File: config.mk
export PLATFORM = sky130hd
export DESIGN_NAME = rat_checkpoint_manager
export DESIGN_NICKNAME = d
export VERILOG_FILES = /design/src/rtl/rat_checkpoint_manager_pkg.sv /design/src/rtl/rat_checkpoint_manager_cp_snapshot_ram.sv /design/src/rtl/rat_checkpoint_manager.sv
export SDC_FILE = /design/constraint.sdc
export NUM_CORES = 1
export LEC_CHECK = 0
export ABC_AREA = 0
export BUFFER_PORTS_ARGS = -buffer_cell sky130_fd_sc_hd__buf_4
export CAP_MARGIN = 20
export CORE_MARGIN = 4
export CORE_UTILIZATION = 35
export DETAILED_ROUTE_END_ITERATION = 16
export SKIP_CTS_REPAIR_TIMING = 1
export SLEW_MARGIN = 25
export SYNTH_ARGS = -nofsm -noshare
export SYNTH_HDL_FRONTEND = slang
export SYNTH_SLANG_ARGS = --single-unit
export TNS_END_PERCENT = 1
File: constraint.sdc
create_clock -name i_clk -period 6.5 [get_ports i_clk]
set_input_delay 0.975 -clock i_clk [delete_from_list [all_inputs] [get_ports i_clk]]
set_output_delay 0.975 -clock i_clk [all_outputs]
set_load 0.005 [all_outputs]
File: src/rtl/rat_checkpoint_manager_pkg.sv
// Shared defaults and types for the rename-map checkpoint ring.
package rat_checkpoint_manager_pkg;

   localparam int unsigned RAT_CP_SIZE        = 4;
   localparam int unsigned ARF_INT_SIZE       = 32;
   localparam int unsigned PRF_INT_INDEX_SIZE = 6;

   typedef logic [$clog2(RAT_CP_SIZE)-1:0]  cp_index_t;
   typedef logic [PRF_INT_INDEX_SIZE-1:0]   prf_index_t;
   typedef prf_index_t [ARF_INT_SIZE-1:0]   rat_map_t;

endpackage

File: src/rtl/rat_checkpoint_manager_cp_snapshot_ram.sv
// Snapshot storage: one sync write port, one sync read port, no reset.
module rat_checkpoint_manager_cp_snapshot_ram #(
   parameter int unsigned DEPTH  = 4,
   parameter int unsigned WIDTH  = 192,
   localparam int unsigned ADDR_W = $clog2(DEPTH)
) (
   input  logic              i_clk,
   input  logic              i_wr_en,
   input  logic [ADDR_W-1:0] i_wr_addr,
   input  logic [WIDTH-1:0]  i_wr_data,
   input  logic              i_rd_en,
   input  logic [ADDR_W-1:0] i_rd_addr,
   output logic [WIDTH-1:0]  o_rd_data
);

   logic [WIDTH-1:0] r_mem [DEPTH];
   logic [WIDTH-1:0] r_rd_data;

   always_ff @(posedge i_clk) begin
      if (i_wr_en) r_mem[i_wr_addr] <= i_wr_data;
      if (i_rd_en) r_rd_data <= r_mem[i_rd_addr];
   end

   assign o_rd_data = r_rd_data;

endmodule

File: src/rtl/rat_checkpoint_manager.sv
// Ring of rename-map checkpoints: in-order alloc/retire, mispredict squash and
// registered snapshot recovery.
module rat_checkpoint_manager
   import rat_checkpoint_manager_pkg::*;
#(
   parameter int unsigned CP_DEPTH    = RAT_CP_SIZE,
   parameter int unsigned MAP_ENTRIES = ARF_INT_SIZE,
   parameter int unsigned MAP_WIDTH   = PRF_INT_INDEX_SIZE,
   localparam int unsigned CP_IDX_W   = $clog2(CP_DEPTH),
   localparam int unsigned MAP_BITS   = MAP_ENTRIES * MAP_WIDTH
) (
   input  logic                i_clk,
   input  logic                i_rst_n,
   input  logic                i_alloc_req,
   input  logic [MAP_BITS-1:0] i_alloc_map,
   output logic                o_alloc_gnt,
   output logic [CP_IDX_W-1:0] o_alloc_idx,
   output logic                o_full,
   input  logic                i_resolve_valid,
   input  logic [CP_IDX_W-1:0] i_resolve_idx,
   input  logic                i_resolve_mispredict,
   input  logic                i_flush,
   output logic                o_recover_valid,
   output logic [CP_IDX_W-1:0] o_recover_idx,
   output logic [MAP_BITS-1:0] o_recover_map,
   output logic [CP_DEPTH-1:0] o_valid_mask,
   output logic [CP_IDX_W:0]   o_count
);

   logic [CP_IDX_W-1:0] r_head, r_tail, w_head_nxt, w_tail_nxt;
   logic [CP_IDX_W:0]   r_count, w_count_nxt;
   logic [CP_DEPTH-1:0] r_valid, r_resolved, w_valid_nxt, w_resolved_nxt;
   logic                r_recover_valid;
   logic [CP_IDX_W-1:0] r_recover_idx;
   logic [MAP_BITS-1:0] w_rd_data;
   logic                w_full, w_mispredict, w_correct, w_retire, w_gnt;
   logic [CP_IDX_W-1:0] w_dist_k;

   assign w_full       = (r_count == (CP_IDX_W+1)'(CP_DEPTH));
   assign w_mispredict = i_resolve_valid & i_resolve_mispredict & r_valid[i_resolve_idx];
   assign w_correct    = i_resolve_valid & ~i_resolve_mispredict & r_valid[i_resolve_idx];
   assign w_gnt        = i_rst_n & i_alloc_req & ~w_full & ~i_flush & ~w_mispredict;
   // The head slot being squashed cannot also retire.
   assign w_retire     = r_valid[r_head] & r_resolved[r_head] &
                         ~(w_mispredict & (i_resolve_idx == r_head));
   assign w_dist_k     = i_resolve_idx - r_head;

   always_comb begin
      w_head_nxt     = r_head;
      w_tail_nxt     = r_tail;
      w_count_nxt    = r_count;
      w_valid_nxt    = r_valid;
      w_resolved_nxt = r_resolved;
      if (w_correct) w_resolved_nxt[i_resolve_idx] = 1'b1;
      if (w_retire) begin
         w_valid_nxt[r_head]    = 1'b0;
         w_resolved_nxt[r_head] = 1'b0;
         w_head_nxt             = r_head + 1'b1;
         w_count_nxt            = r_count - 1'b1;
      end
      if (w_gnt) begin
         w_valid_nxt[r_tail]    = 1'b1;
         w_resolved_nxt[r_tail] = 1'b0;
         w_tail_nxt             = r_tail + 1'b1;
         w_count_nxt            = w_count_nxt + 1'b1;
      end
      if (w_mispredict) begin
         for (int i = 0; i < CP_DEPTH; i++) begin
            if ((CP_IDX_W'(i) - r_head) >= w_dist_k) begin
               w_valid_nxt[i]    = 1'b0;
               w_resolved_nxt[i] = 1'b0;
            end
         end
         w_tail_nxt  = i_resolve_idx;
         w_count_nxt = {1'b0, w_dist_k} - {{CP_IDX_W{1'b0}}, w_retire};
      end
      if (i_flush) begin
         w_head_nxt     = '0;
         w_tail_nxt     = '0;
         w_count_nxt    = '0;
         w_valid_nxt    = '0;
         w_resolved_nxt = '0;
      end
   end

   always_ff @(posedge i_clk or negedge i_rst_n) begin
      if (!i_rst_n) begin
         r_head          <= '0;
         r_tail          <= '0;
         r_count         <= '0;
         r_valid         <= '0;
         r_resolved      <= '0;
         r_recover_valid <= 1'b0;
         r_recover_idx   <= '0;
      end else begin
         r_head          <= w_head_nxt;
         r_tail          <= w_tail_nxt;
         r_count         <= w_count_nxt;
         r_valid         <= w_valid_nxt;
         r_resolved      <= w_resolved_nxt;
         r_recover_valid <= w_mispredict & ~i_flush;
         if (w_mispredict & ~i_flush) r_recover_idx <= i_resolve_idx;
      end
   end

   rat_checkpoint_manager_cp_snapshot_ram #(
      .DEPTH (CP_DEPTH),
      .WIDTH (MAP_BITS)
   ) u_snap_ram (
      .i_clk     (i_clk),
      .i_wr_en   (w_gnt),
      .i_wr_addr (r_tail),
      .i_wr_data (i_alloc_map),
      .i_rd_en   (w_mispredict),
      .i_rd_addr (i_resolve_idx),
      .o_rd_data (w_rd_data)
   );

   // RAM output has no reset; gating by the pulse keeps the port zero otherwise.
   assign o_recover_map   = r_recover_valid ? w_rd_data : '0;
   assign o_recover_valid = r_recover_valid;
   assign o_recover_idx   = r_recover_idx;
   assign o_alloc_gnt     = w_gnt;
   assign o_alloc_idx     = r_tail;
   assign o_full          = w_full;
   assign o_valid_mask    = r_valid;
   assign o_count         = r_count;

endmodule

## Yosys cells after proc, flatten, opt, wreduce, memory -nomap -nowiden

Memory sizes are Yosys's and may differ from the RTL's. A register that Yosys moved wholly into a read port is not among the register bits.
Cells that the tools add are included.

| storage, ports and cells | value |
|---|---|
| register bits | 18 |
| RAM bits | 768 |
| bits of input ports | 200 |
| logic and storage cells | 100 |
| memories kept | 1 |

Memory list:

| name | depth | width | read ports | clocked after memory_dff | write ports | line | text |
|---|---|---|---|---|---|---|---|
| u_snap_ram.r_mem | 4 | 192 | 1 | 1 | 1 | rat_checkpoint_manager_cp_snapshot_ram.sv:16 | `logic [WIDTH-1:0] r_mem [DEPTH];` |

| cells by class | value |
|---|---|
| $add $sub $neg | 10 |
| $lt $le $gt $ge | 10 |
| eq/ne operators | 2 |
| multiplexer cells | 41 |
| bitwise logic cells | 24 |
| reduce and logical (&&, ||, !) cells | 5 |

Operator list:

| operator | number |
|---|---|
| 192-bit two-way mux | 1 |
| 4-bit two-way mux | 9 |
| 1-bit two-way mux | 16 |
| 1-bit AND | 12 |
| 4-bit AND | 3 |
| 3-bit two-way mux | 4 |
| 2-bit two-way mux | 5 |
| 2-bit by 3-bit less-than comparator with 1-bit output, second input constant | 3 |
| 2-bit >= comparator | 4 |
| 4-bit inverter | 2 |
| 4-bit bitwise OR | 2 |
| 1-bit binary-select mux with 2-bit select | 3 |
| 1-bit demux with 2-bit select | 3 |
| 2-bit by 1-bit >= comparator with 1-bit output, second input constant | 3 |
| 1-bit inverter | 5 |
| 2-bit by 1-bit adder with 2-bit output, second input constant | 2 |
| 1-bit by 2-bit subtractor with 2-bit output, first input constant | 2 |
| 2-bit subtractor, first input constant | 2 |
| 3-bit by 1-bit adder with 3-bit output, second input constant | 1 |
| 3-bit == test, second input constant | 1 |
| 1-bit logical AND | 3 |
| 3-bit nonzero test | 1 |
| 2-bit by 1-bit subtractor with 3-bit output | 1 |
| 3-bit by 1-bit subtractor with 3-bit output, second input constant | 1 |
| other kinds (3) | 3 |

## Logic depth before layout (Yosys ltp)

Gate-level depths: netlist (run 1).

| logic depth | value |
|---|---|
| depth after elaboration | 13 |
| gate-level depth with buffers | 13 |
| depth with buffers taken out | 10 |

## Hierarchy

Synthesis (run 1) repeated with hierarchy kept, for this count alone.

| second synthesis, totals | value |
|---|---|
| cell total of the unflattened synthesis | 1564 |
| area, all modules | 36443.7 µm² |

By module, submodules not included:

| module | instances | cells an instance | area each (µm²) |
|---|---|---|---|
| rat_checkpoint_manager_cp_snapshot_ram | 1 | 1199 | 33703.6 |
| rat_checkpoint_manager | 1 | 365 | 2740.1 |

## Worst setup path after synthesis (run 1)

OpenSTA, ideal clock, no wires.

| timing path | value |
|---|---|
| path type | input -> register |
| from | input port i_resolve_idx[0] |
| to | memory u_snap_ram.r_mem[2][0], enable pin |
| setup time | 544 ps |
| arrival time | 5808 ps |
| data required time | 5956 ps |
| slack | 149 ps |
| stages on the path | 6 |
| path buffers | 2 |
| cells stage by stage | buf_6 mux2_2 a221oi_4 buf_6 nand3_2 inv_1 |

| on the way | value |
|---|---|
| longest elaborated chain between the ends | 7 |

Ends and longest elaborated chain:

| item | line | text |
|---|---|---|
| start, declared | rat_checkpoint_manager.sv:20 | `input logic [CP_IDX_W-1:0] i_resolve_idx,` |
| 1-bit binary-select mux with 2-bit select | rat_checkpoint_manager.sv:40 | `assign w_mispredict = i_resolve_valid & i_resolve_mispredict & r_valid[i_resolve_idx];` |
| 1-bit two-way mux (implied by the code) | rat_checkpoint_manager.sv:40 |  |
| 1-bit AND | rat_checkpoint_manager.sv:40 |  |
| 1-bit inverter | rat_checkpoint_manager.sv:42 | `assign w_gnt = i_rst_n & i_alloc_req & ~w_full & ~i_flush & ~w_mispredict;` |
| 1-bit AND | rat_checkpoint_manager.sv:42 |  |
| 1-bit two-way mux | rat_checkpoint_manager_cp_snapshot_ram.sv:20 | `if (i_wr_en) r_mem[i_wr_addr] <= i_wr_data;` |
| 1-bit two-way mux (implied by the code) | rat_checkpoint_manager_cp_snapshot_ram.sv:20 |  |
| end, declared | rat_checkpoint_manager_cp_snapshot_ram.sv:16 |  |

Every way passes these cells. The select of a mux whose other input is x is not followed.

## Final worst setup path (run 1)

| timing path | value |
|---|---|
| from | input port i_resolve_idx[1] |
| to | output port o_alloc_gnt |

| on the way | value |
|---|---|
| longest elaborated chain between the ends | 5 |

Ends and longest elaborated chain:

| item | line | text |
|---|---|---|
| 1-bit binary-select mux with 2-bit select | rat_checkpoint_manager.sv:40 |  |
| 1-bit two-way mux (implied by the code) | rat_checkpoint_manager.sv:40 |  |
| 1-bit AND | rat_checkpoint_manager.sv:40 |  |
| 1-bit inverter | rat_checkpoint_manager.sv:42 |  |
| 1-bit AND | rat_checkpoint_manager.sv:42 |  |
| end, declared | rat_checkpoint_manager.sv:16 | `output logic o_alloc_gnt,` |

Every way passes these cells. The select of a mux whose other input is x is not followed.

==> flow_summary_export.csv, run 1 <==
group,metric,value,unit
logic_synthesis,synth_enable_flop_cells,960,
timing,grt_setup_unrepaired,"false",
route,vias_per_cell,4.82,
floorplanning,core_area,102000,sq um
clock_network,htree_levels,3,
timing,setup_total_negative_slack,0,ns
floorplanning,floorplan.die.width,329,microns
grt,first_global_vias,17900,
critical_path,reg2reg_slack,2.99,ns
critical_path,reg2regPathDepth,9,
timing,setup_viol,0,
floorplanning,boundaryPins,406,
clock_network,numCtsBuffers,101,
grt,grt_antenna_before_repair,22,
timing,slew_violations,0,
outcome,outcome,"finished clean",
pwr,leakagePower,15.0,nW
logic_synthesis,synthTopCellsByCount,"edfxtp_1, and2_1, mux4_2",
placed_design,port_buffers,405,
logic_synthesis,yosys-top-cells-area,"edfxtp_1, mux4_2, and2_1",
timing,min_period_over_period,60.5,%
job,cap_violations,0,
logic_synthesis,ys_flop_type,"edfxtp_1",
timing,holdWs,0.196,ns
pwr,power.density_cell_area,297,nW/um^2
timing,tightest_slew,1.04,ns
grt,grt_pass1_wl,118,mm
floorplanning,initial_utilization,35.4,%
logic_synthesis,postSynthAreaPerCell,23.1,sq um
route,drt_first_pass_iters,4,
finish,num-nets-final,2251,
logic_synthesis,post_synth_inst_count,1569,
finish,final_layout_size_suffix_gt1_share,37.7,%
grt,grt_usage,14.6,%
logic_synthesis,mappedNetlistNets,1789,
logic_synthesis,post-synth-top-count-cell,"edfxtp_1",
finish,area.growth.synth_to_final,22.5,%
logic_synthesis,synth_area_leader_cell,"edfxtp_1",
pwr,vdd_ir_drop_max,0.233,mV
clock_network,cts.sink_count,978,
floorplanning,number_of_core_rows,117,
finish,fill_cell_total_of_the_finished_layout,8800,
critical_path,critical_register_to_register_path_endpoint,"u_snap_ram.r_mem[1][29]$_DFFE_PP_",
logic_synthesis,syn-cell-area,36200,sq um
clock_network,clock-root-buffer,"clkbuf_16",
clock_network,clock_pin_slew_of_the_registers_on_the_worst_case_setup_and_hold_paths,0.06,ns
clock_network,clock_tree_from_tritoncts,"yes",
worst_hold_path,worstHoldPathType,"input pin to async pin",
timing,worst_slew_margin_rel,30.7,%
finish,seq_area,29300,sq um
critical_path,timing.rr.start,"o_count[0]$_DFF_PN0_",
grt,grt_max_degree,109,
floorplanning,fp.dieArea,109000,sq um
timing,hold_viol,0,
clock_network,clockBufferDepth,3,
route,remaining_drc_errors,0,
floorplanning,die_y,329,microns
critical_path,critPathRequiredTime,5.52,ns
logic_synthesis,netlist.area_leader.share,79.7,%
logic_synthesis,yosys_warnings,0,
route,dr.first_iter.drc_count,1337,
finish,fin_area,44300,sq um
critical_path,cp_data_arrival_time,2.96,ns
timing,period_minus_slack,3.93,ns
critical_path,worstPathMaxFanout,86,
grt,globalRoute.totalOverflow,0,
logic_synthesis,synth_sequential_area_ratio,80.9,%
logic_synthesis,synthDistinctLibCells,45,
finish,multi_input_comb_area,6520,sq um
route,antenna_left,0,
critical_path,worst-setup-path-type,"input pin to output port",
critical_path,startpoint_type_of_the_worst_setup_path,"input pin",
route,routed_wire_length_per_instance,22.8,microns
timing,fin_worst_skew,0.0125,ns
critical_path,end_kind,"output port",
placed_design,detailed_place_hpwl,47.9,mm
timing,timing.fmax,0.254,GHz
route,vias,16800,
clock_network,clk_latency,0.66,ns
placed_design,dpl_cell_area,41000,sq um
route,route.final.wire_length,79.6,mm
logic_synthesis,share_of_flip_flops_with_an_asynchronous_set_or_reset,1.84,%
logic_synthesis,synth_seq_cells,978,
placed_design,gp_congestion,0.783,
routing by layer:
| layer | routed length (microns) | GRT usage (%) |
|---|---|---|
| met1 | 33100 | 19.3 |
| met2 | 38000 | 23.2 |
| met3 | 7080 | 5.16 |
| met4 | 1290 | 3.55 |
| met5 | 178 | 0 |
area by class of cell:
cell class,instances,area share (%)
Antenna cell,6,0.0339
Clock buffer,116,5.98
Clock inverter,71,1.35
Inverter,19,0.246
Multi-Input combinational cell,502,14.7
Sequential cell,978,66.1
Tap cell,1368,3.86
Timing Repair Buffer,429,7.72
critical path, stage by stage:
cell	delay, ns
buf_8	0.51
and3b_1	0.32
a221oi_4	0.70
and2_1	0.29
buf_4	0.13
per-stage QoR:
stage                     instances  total power [mW]  worst slack [ns]  util (%)
after global routing           3483              13.7              2.44      43.3
after CTS                      3480              13.4              2.50      43.3
final                          3489              13.2              2.57      43.4
after detailed placement       3293              7.70              1.81      40.1
after global placement         3293              7.68              1.80      40.1
after floorplan                1569              7.44             0.149         -
where the power goes:
part           total, mW  internal, mW  switching [mW]
sequential          7.04          7.02          0.0247
clock               5.62          3.24            2.38
combinational      0.515         0.255           0.260
layout by cell type, fill, tap and decap left out, types with 7 or more instances in the layout:
cell	n
edfxtp_1	960
buf_4	414
and2_1	195
mux4_2	193
clkbuf_16	104
clkinv_1	24
ha_1	20
clkinv_2	18
dfrtp_1	17
inv_1	14
clkinvlp_4	12
clkbuf_1	12
nor2_1	10
buf_12	10
a31oi_1	9
bufinv_16	8
nand2_1	7
cell families after synthesis:
logic type	after synthesis	share of synthesized area, %
flip-flops	978	80.9
AND/OR/NAND/NOR	233	3.93
multiplexers	201	12.3
buffers and inverters	89	1.05
AO/OA/AOI/OAI	43	1.00
adder cells (fa/ha/maj)	20	0.692
XOR/XNOR	5	0.121
state kept, by name, indices dropped and copies added (netlist names):
name / cells
o_valid_mask: 4
o_alloc_idx: 2
r_head: 2
o_recover_valid: 1
u_snap_ram.r_mem: 768
r_resolved: 4
o_count: 3
o_recover_idx: 2
u_snap_ram.o_rd_data: 192
how the worst max path moves through the flow:
stage / slack [ns] / depth (start not counted) / startpoint / endpoint
after floorplan: 0.15 / 6 / i_resolve_idx[0] / u_snap_ram.r_mem[2][0]$_DFFE_PP_
after global placement: 1.80 / 11 / i_resolve_idx[1] / o_count[2]$_DFF_PN0_
after detailed placement: 1.81 / 11 / i_resolve_idx[1] / o_count[2]$_DFF_PN0_
after CTS: 2.50 / 5 / i_resolve_idx[1] / o_alloc_gnt
after global routing: 2.44 / 7 / i_resolve_idx[1] / u_snap_ram.r_mem[1][50]$_DFFE_PP_
final: 2.57 / 5 / i_resolve_idx[1] / o_alloc_gnt
No activity file was read; power rests on OpenSTA's default activity.
==> inputs of run 2 (changes only) <==
- clock period: 6.5 -> 3.9 ns (I/O delays scaled with it)
==> run 2 against run 1 <==
Against the previous run: critical path depth is 2 lower; first-iteration DRC count is 1.9% lower; cell count is 0.77% higher; global-route usage is 0.18 points lower; register-to-register slack worse by 1.8 ns; sequential share of layout area is 0.63 points lower; clock skew is 0.0095 ns higher; non-clock buffer count is 27 higher; utilization is 0.42 points higher; clock power is 71% higher; worst hold slack worse by 0.088 ns; critical endpoint is now o_recover_map[23].
==> flow_summary_export.csv, run 2 (synthesis results as in run 1) <==
group,metric,value,unit
floorplanning,die_y,329,microns
grt,grtUsageMet2,23.2,%
placed_design,gp_congestion,0.781,
grt,globalRoute.totalOverflow,0,
floorplanning,floorplan.die.width,329,microns
clock_network,cts.sink_count,978,
critical_path,cp_data_arrival_time,2.45,ns
clock_network,htree_levels,3,
timing,slew_violations,0,
job,cap_violations,0,
finish,largest_reg_flops,768,
pwr,leakagePower,15.2,nW
route,remaining_drc_errors,0,
finish,final_cell_mix,"edfxtp_1, buf_4, and2_1, mux4_2, clkbuf_16",
route,dr.first_iter.drc_count,1311,
timing,tightest_slew,1.02,ns
critical_path,end_kind,"output port",
placed_design,dpl_cell_area,41300,sq um
timing,worst_slew_margin_rel,32.1,%
critical_path,critPathRequiredTime,3.31,ns
critical_path,reg2reg_slack,1.16,ns
floorplanning,fp.dieArea,109000,sq um
floorplanning,initial_utilization,35.4,%
clock_network,clk_latency,0.68,ns
route,routed_wire_length_per_instance,22.6,microns
floorplanning,core_area,102000,sq um
timing,grt_setup_unrepaired,"false",
placed_design,detailed_place_hpwl,49.1,mm
grt,grt_usage,14.4,%
timing,min_period_over_period,77.8,%
clock_network,numCtsBuffers,101,
route,route.final.wire_length,79.5,mm
timing,fin_worst_skew,0.0220,ns
route,vias,17000,
finish,registers.top_by_ff_count,"u_snap_ram.r_mem",
grt,gr-usage-met1,19.5,%
timing,hold_viol,0,
grt,grt_antenna_before_repair,12,
critical_path,worstPathMaxFanout,66,
timing,setup_viol,0,
route,drt_first_pass_iters,6,
grt,grt_pass1_wl,117,mm
route,antenna_left,0,
clock_network,clock_tree_from_tritoncts,"yes",
pwr,vdd_ir_drop_max,0.366,mV
grt,grt_max_degree,135,
pwr,power.density_cell_area,497,nW/um^2
timing,period_minus_slack,3.04,ns
outcome,outcome,"finished clean",
route,vias_per_cell,4.85,
clock_network,clock-root-buffer,"clkbuf_16",
finish,final_layout_size_suffix_gt1_share,38.5,%
finish,most_common_cell_after_layout_fill_and_taps_aside,"edfxtp_1",
finish,fin_area,44700,sq um
grt,first_global_vias,17900,
floorplanning,number_of_core_rows,117,
grt,grtUsageMet3,3.95,%
clock_network,clock_pin_slew_of_the_registers_on_the_worst_case_setup_and_hold_paths,0.06,ns
critical_path,startpoint_type_of_the_worst_setup_path,"flop",
worst_hold_path,worstHoldPathType,"input pin to flop",
floorplanning,boundaryPins,406,
critical_path,worst-setup-path-type,"flop to output port",
grt,grt-busiest-layer,"met2",
clock_network,clockBufferDepth,3,
finish,area.growth.synth_to_final,23.7,%
timing,timing.fmax,0.329,GHz
pwr,power.total,22.2,mW
placed_design,port_buffers,405,
finish,num-nets-final,2278,
-- run 2: changes by cell type in the layout (fill, tap and decap cells not counted), sizes merged --
cell,change
buf,+25
bufinv,+3
clkbuf,-1
clkinv,+2
clkinvlp,+1
diode,+1
dlygate4sd3,+1
inv,-5
-- run 2: final timing paths --
| kind | from | end | cells past startpoint |
|---|---|---|---|
| max | o_recover_valid$_DFF_PN0_ | o_recover_map[23] | 3 |
| max in group asynchronous | i_rst_n | o_recover_valid$_DFF_PN0_ | 2 |
| min | i_alloc_map[50] | u_snap_ram.r_mem[2][50]$_DFFE_PP_ | 1 |
| min reg2reg | o_recover_idx[0]$_DFFE_PN0P_ | o_recover_idx[0]$_DFFE_PN0P_ | 1 |
| max reg2reg | o_valid_mask[2]$_DFF_PN0_ | u_snap_ram.r_mem[3][108]$_DFFE_PP_ | 6 |
| min in group asynchronous | i_rst_n | o_recover_idx[0]$_DFFE_PN0P_ | 2 |
-- run 2: power by group --
part           switching, mW  internal (mW)  leakage, nW
clock network           4.05           5.56         1.61
logic                  0.440          0.435         4.66
registers             0.0404           11.7         8.91
-- run 2: layer usage --
metal | part of all wire, % | wire (microns)
met4 | 1.8 | 1460
met2 | 48 | 38400
met5 | 0.072 | 57
met3 | 7.7 | 6100
met1 | 42 | 33500
-- run 2: worst max-delay path: stages (launching register included) --
cell,delay [ns]
dfrtp_4,0.95
buf_4,0.45
and2_1,0.24
buf_4,0.13
-- run 2: cell type report --
class                      count  area (sq um)
sequential                   978         29300
tap                         1368          1710
clock inverter                72           759
timing repair buffer         456          3730
clock buffer                 114          2600
antenna                        7          17.5
inverter                      19          93.8
multi-input combinational    502          6540
fill                        8802         57500
-- run 2: through the flow --
step | worst slack, ns | instances | setup TNS [ns] | utilization [%] | hold WS, ns
floorplan | -0.609 | 1569 | -453.58 | - | 0.289
global placement | 0.696 | 3322 | 0 | 40.5 | 0.486
detailed placement | 0.659 | 3322 | 0 | 40.5 | 0.489
CTS | 0.691 | 3508 | 0 | 43.7 | -0.257
global route | 0.629 | 3509 | 0 | 43.8 | 0.0576
finish | 0.864 | 3516 | 0 | 43.8 | 0.108
==> inputs of run 3 (changes only) <==
- ABC_AREA: 0 -> 1
- clock period: 3.9 -> 2.6 ns (I/O delays scaled with it)
==> run 3 against run 2 <==
Against the previous run: synthesized area rose by 1.5%; critical endpoint is now o_alloc_gnt; highest routed layer unchanged; global-route usage grew 1.2 points; sequential share of layout area shrank 3.5 points; largest power group unchanged.
==> flow_summary_export.csv, run 3 <==
group,metric,value,unit
logic_synthesis,synthDistinctLibCells,28,
pwr,vdd_ir_drop_max,0.490,mV
critical_path,startpoint_type_of_the_worst_setup_path,"flop",
grt,first_global_vias,21500,
critical_path,end_kind,"output port",
critical_path,timing.rr.start,"o_count[0]$_DFF_PN0_",
finish,area.growth.synth_to_final,28.7,%
critical_path,reg2regPathDepth,11,
logic_synthesis,share_of_cell_area_taken_by_muxes_after_synthesis,0,%
critical_path,critPathRequiredTime,2.21,ns
timing,fin_worst_skew,0.0257,ns
placed_design,port_buffers,405,
logic_synthesis,synth_sequential_area_ratio,79.8,%
floorplanning,core_area,104000,sq um
logic_synthesis,mappedNetlistNets,2679,
finish,num-nets-final,3318,
critical_path,crit_path_start,"o_count[0]$_DFF_PN0_",
pwr,power.density_cell_area,706,nW/um^2
timing,min_period_over_period,94.8,%
clock_network,cts.sink_count,978,
logic_synthesis,ys_flop_type,"edfxtp_1",
floorplanning,number_of_core_rows,118,
clock_network,clockBufferDepth,3,
route,remaining_drc_errors,0,
logic_synthesis,synthTopCellsByCount,"edfxtp_1, nand3_1, nand2_1",
placed_design,detailed_place_hpwl,55.9,mm
logic_synthesis,synth_enable_flop_cells,960,
grt,grt_pass1_wl,134,mm
logic_synthesis,yosys-top-cells-area,"edfxtp_1, nand3_1, a22oi_1",
logic_synthesis,synth_seq_cells,978,
critical_path,worstPathMaxFanout,5,
logic_synthesis,yosys.area_share.xor_xnor,0.0716,%
critical_path,cp_data_arrival_time,2.07,ns
worst_hold_path,worstHoldPathType,"input pin to flop",
clock_network,clock_pin_slew_of_the_registers_on_the_worst_case_setup_and_hold_paths,0.06,ns
timing,tightest_slew,1.19,ns
grt,grt_usage,15.6,%
route,drt_first_pass_iters,5,
grt,grt_max_degree,183,
logic_synthesis,synth-compound-area-share,4.39,%
grt,globalRoute.totalOverflow,0,
timing,setup_viol,0,
floorplanning,boundaryPins,406,
placed_design,placed_cells,4181,
logic_synthesis,postSynthAreaPerCell,14.9,sq um
timing,hold_viol,0,
clock_network,clock-root-buffer,"clkbuf_16",
clock_network,clock_tree_from_tritoncts,"yes",
logic_synthesis,synth_area_leader_cell,"edfxtp_1",
route,vias,22300,
finish,layoutNonFillerInstCount,4557,
placed_design,gp_congestion,0.808,
finish,final_layout_size_suffix_gt1_share,20.7,%
floorplanning,die_y,332,microns
clock_network,numCtsBuffers,101,
timing,slew_violations,0,
floorplanning,fp.dieArea,110000,sq um
floorplanning,initial_utilization,35.4,%
finish,largest_reg_flops,768,
route,vias_per_cell,4.90,
route,dr.first_iter.drc_count,1774,
clock_network,clk_latency,0.68,ns
critical_path,worst-setup-path-type,"flop to output port",
grt,grt_antenna_before_repair,6,
floorplanning,floorplan.die.width,332,microns
finish,final_cell_mix,"edfxtp_1, nand3_1, buf_4, nand2_1, inv_1",
logic_synthesis,synth_adder_area_share,0.682,%
worst_hold_path,timing.hold.worst_path_depth,2,
worst_hold_path,worstHoldStart,"i_flush",
logic_synthesis,netlist.area_leader.share,78.6,%
logic_synthesis,post-synth-top-count-cell,"edfxtp_1",
logic_synthesis,share_of_flip_flops_with_an_asynchronous_set_or_reset,1.84,%
logic_synthesis,main_combinational_cell_family_by_area_after_synthesis,"simple AND/OR/NAND/NOR gates",
timing,timing.fmax,0.406,GHz
route,antenna_left,0,
logic_synthesis,syn-cell-area,36700,sq um
route,routed_wire_length_per_instance,19.7,microns
route,route.final.wire_length,89.9,mm
clock_network,htree_levels,3,
timing,worst_slew_margin_rel,20.4,%
finish,final_core_utilization,45.5,%
finish,most_common_cell_after_layout_fill_and_taps_aside,"edfxtp_1",
timing,period_minus_slack,2.46,ns
logic_synthesis,post_synth_and_or_nand_nor_area_fraction,11.0,%
logic_synthesis,yosys_warnings,0,
finish,registers.top_by_ff_count,"u_snap_ram.r_mem",
critical_path,reg2reg_slack,0.34,ns
pwr,leakagePower,18.1,nW
logic_synthesis,post_synth_inst_count,2459,
job,cap_violations,0,
outcome,outcome,"finished clean",
## run 3: cell count changes in the layout (fill, tap and decap cells not counted), moves of 8 or more
cell	change
nand3_1	+582
nand2_1	+225
inv_1	+199
and2_1	-194
mux4_2	-193
a22oi_1	+192
dlygate4sd3_1	+192
buf_12	+25
buf_4	+13
o21ai_0	+12
a31oi_1	-9
a21oi_1	+8
clkbuf_1	+8
nand2_4	+8
## run 3: cells by family after synthesis
family                   count (synthesis)
AND/OR/NAND/NOR                        858
flip-flops                             978
adder cells (fa/ha/maj)                 20
buffers and inverters                  375
XOR/XNOR                                 3
AO/OA/AOI/OAI                          225
## run 3: power by group
group	switching, mW	internal, mW
clock	5.87	7.65
combinational	1.23	0.845
sequential	0.0860	17.7
total	7.19	26.2
## run 3: worst max-delay path, stage by stage, from the launching register on
cell and delay [ns]:
dfrtp_1 0.40, inv_2 0.07, ha_1 0.19, nand2_1 0.08, nand3_2 0.13, nor2_4 0.19
nand2_4 0.09, inv_6 0.11, buf_4 0.15
## run 3: worst paths after layout
path | end
worst max-delay path | o_alloc_gnt
worst min-delay path | o_recover_valid$_DFF_PN0_
worst max register to register | u_snap_ram.r_mem[0][48]$_DFFE_PP_
worst min register to register | o_recover_idx[1]$_DFFE_PN0P_
max in group asynchronous | o_recover_valid$_DFF_PN0_
min in group asynchronous | o_count[2]$_DFF_PN0_
## run 3: cell type report
class | instances | area (sq um)
clock inverter | 56 | 434
timing repair buffer | 687 | 6270
inverter | 224 | 872
tap | 1380 | 1730
antenna | 3 | 7.51
fill | 8994 | 56600
clock buffer | 123 | 2650
sequential | 978 | 29300
multi-input combinational | 1106 | 5990
## run 3: per-layer routing
metal / wire length (microns) / GRT usage, %
met2: 44200 / 25.7
met1: 38200 / 20.8
met4: 2090 / 4.67
met3: 5290 / 3.40
met5: 19 / 0
## run 3: metrics by stage
| step | area, sq um | power [mW] | hold WS (ns) | worst slack, ns | setup TNS [ns] |
|---|---|---|---|---|---|
| global placement | 42200 | 19.9 | 0.423 | 0.125 | 0 |
| CTS | 45300 | 33.5 | -0.326 | -0.0705 | -0.0705 |
| detailed placement | 42200 | 19.9 | 0.429 | 0.199 | 0 |
| global route | 47200 | 34.6 | -0.000626 | -0.0115 | -0.0115 |
| floorplan | 36800 | 19.0 | 0.0944 | -1.76 | -1645.82 |
| finish | 47200 | 33.3 | 0.0253 | 0.136 | 0 |
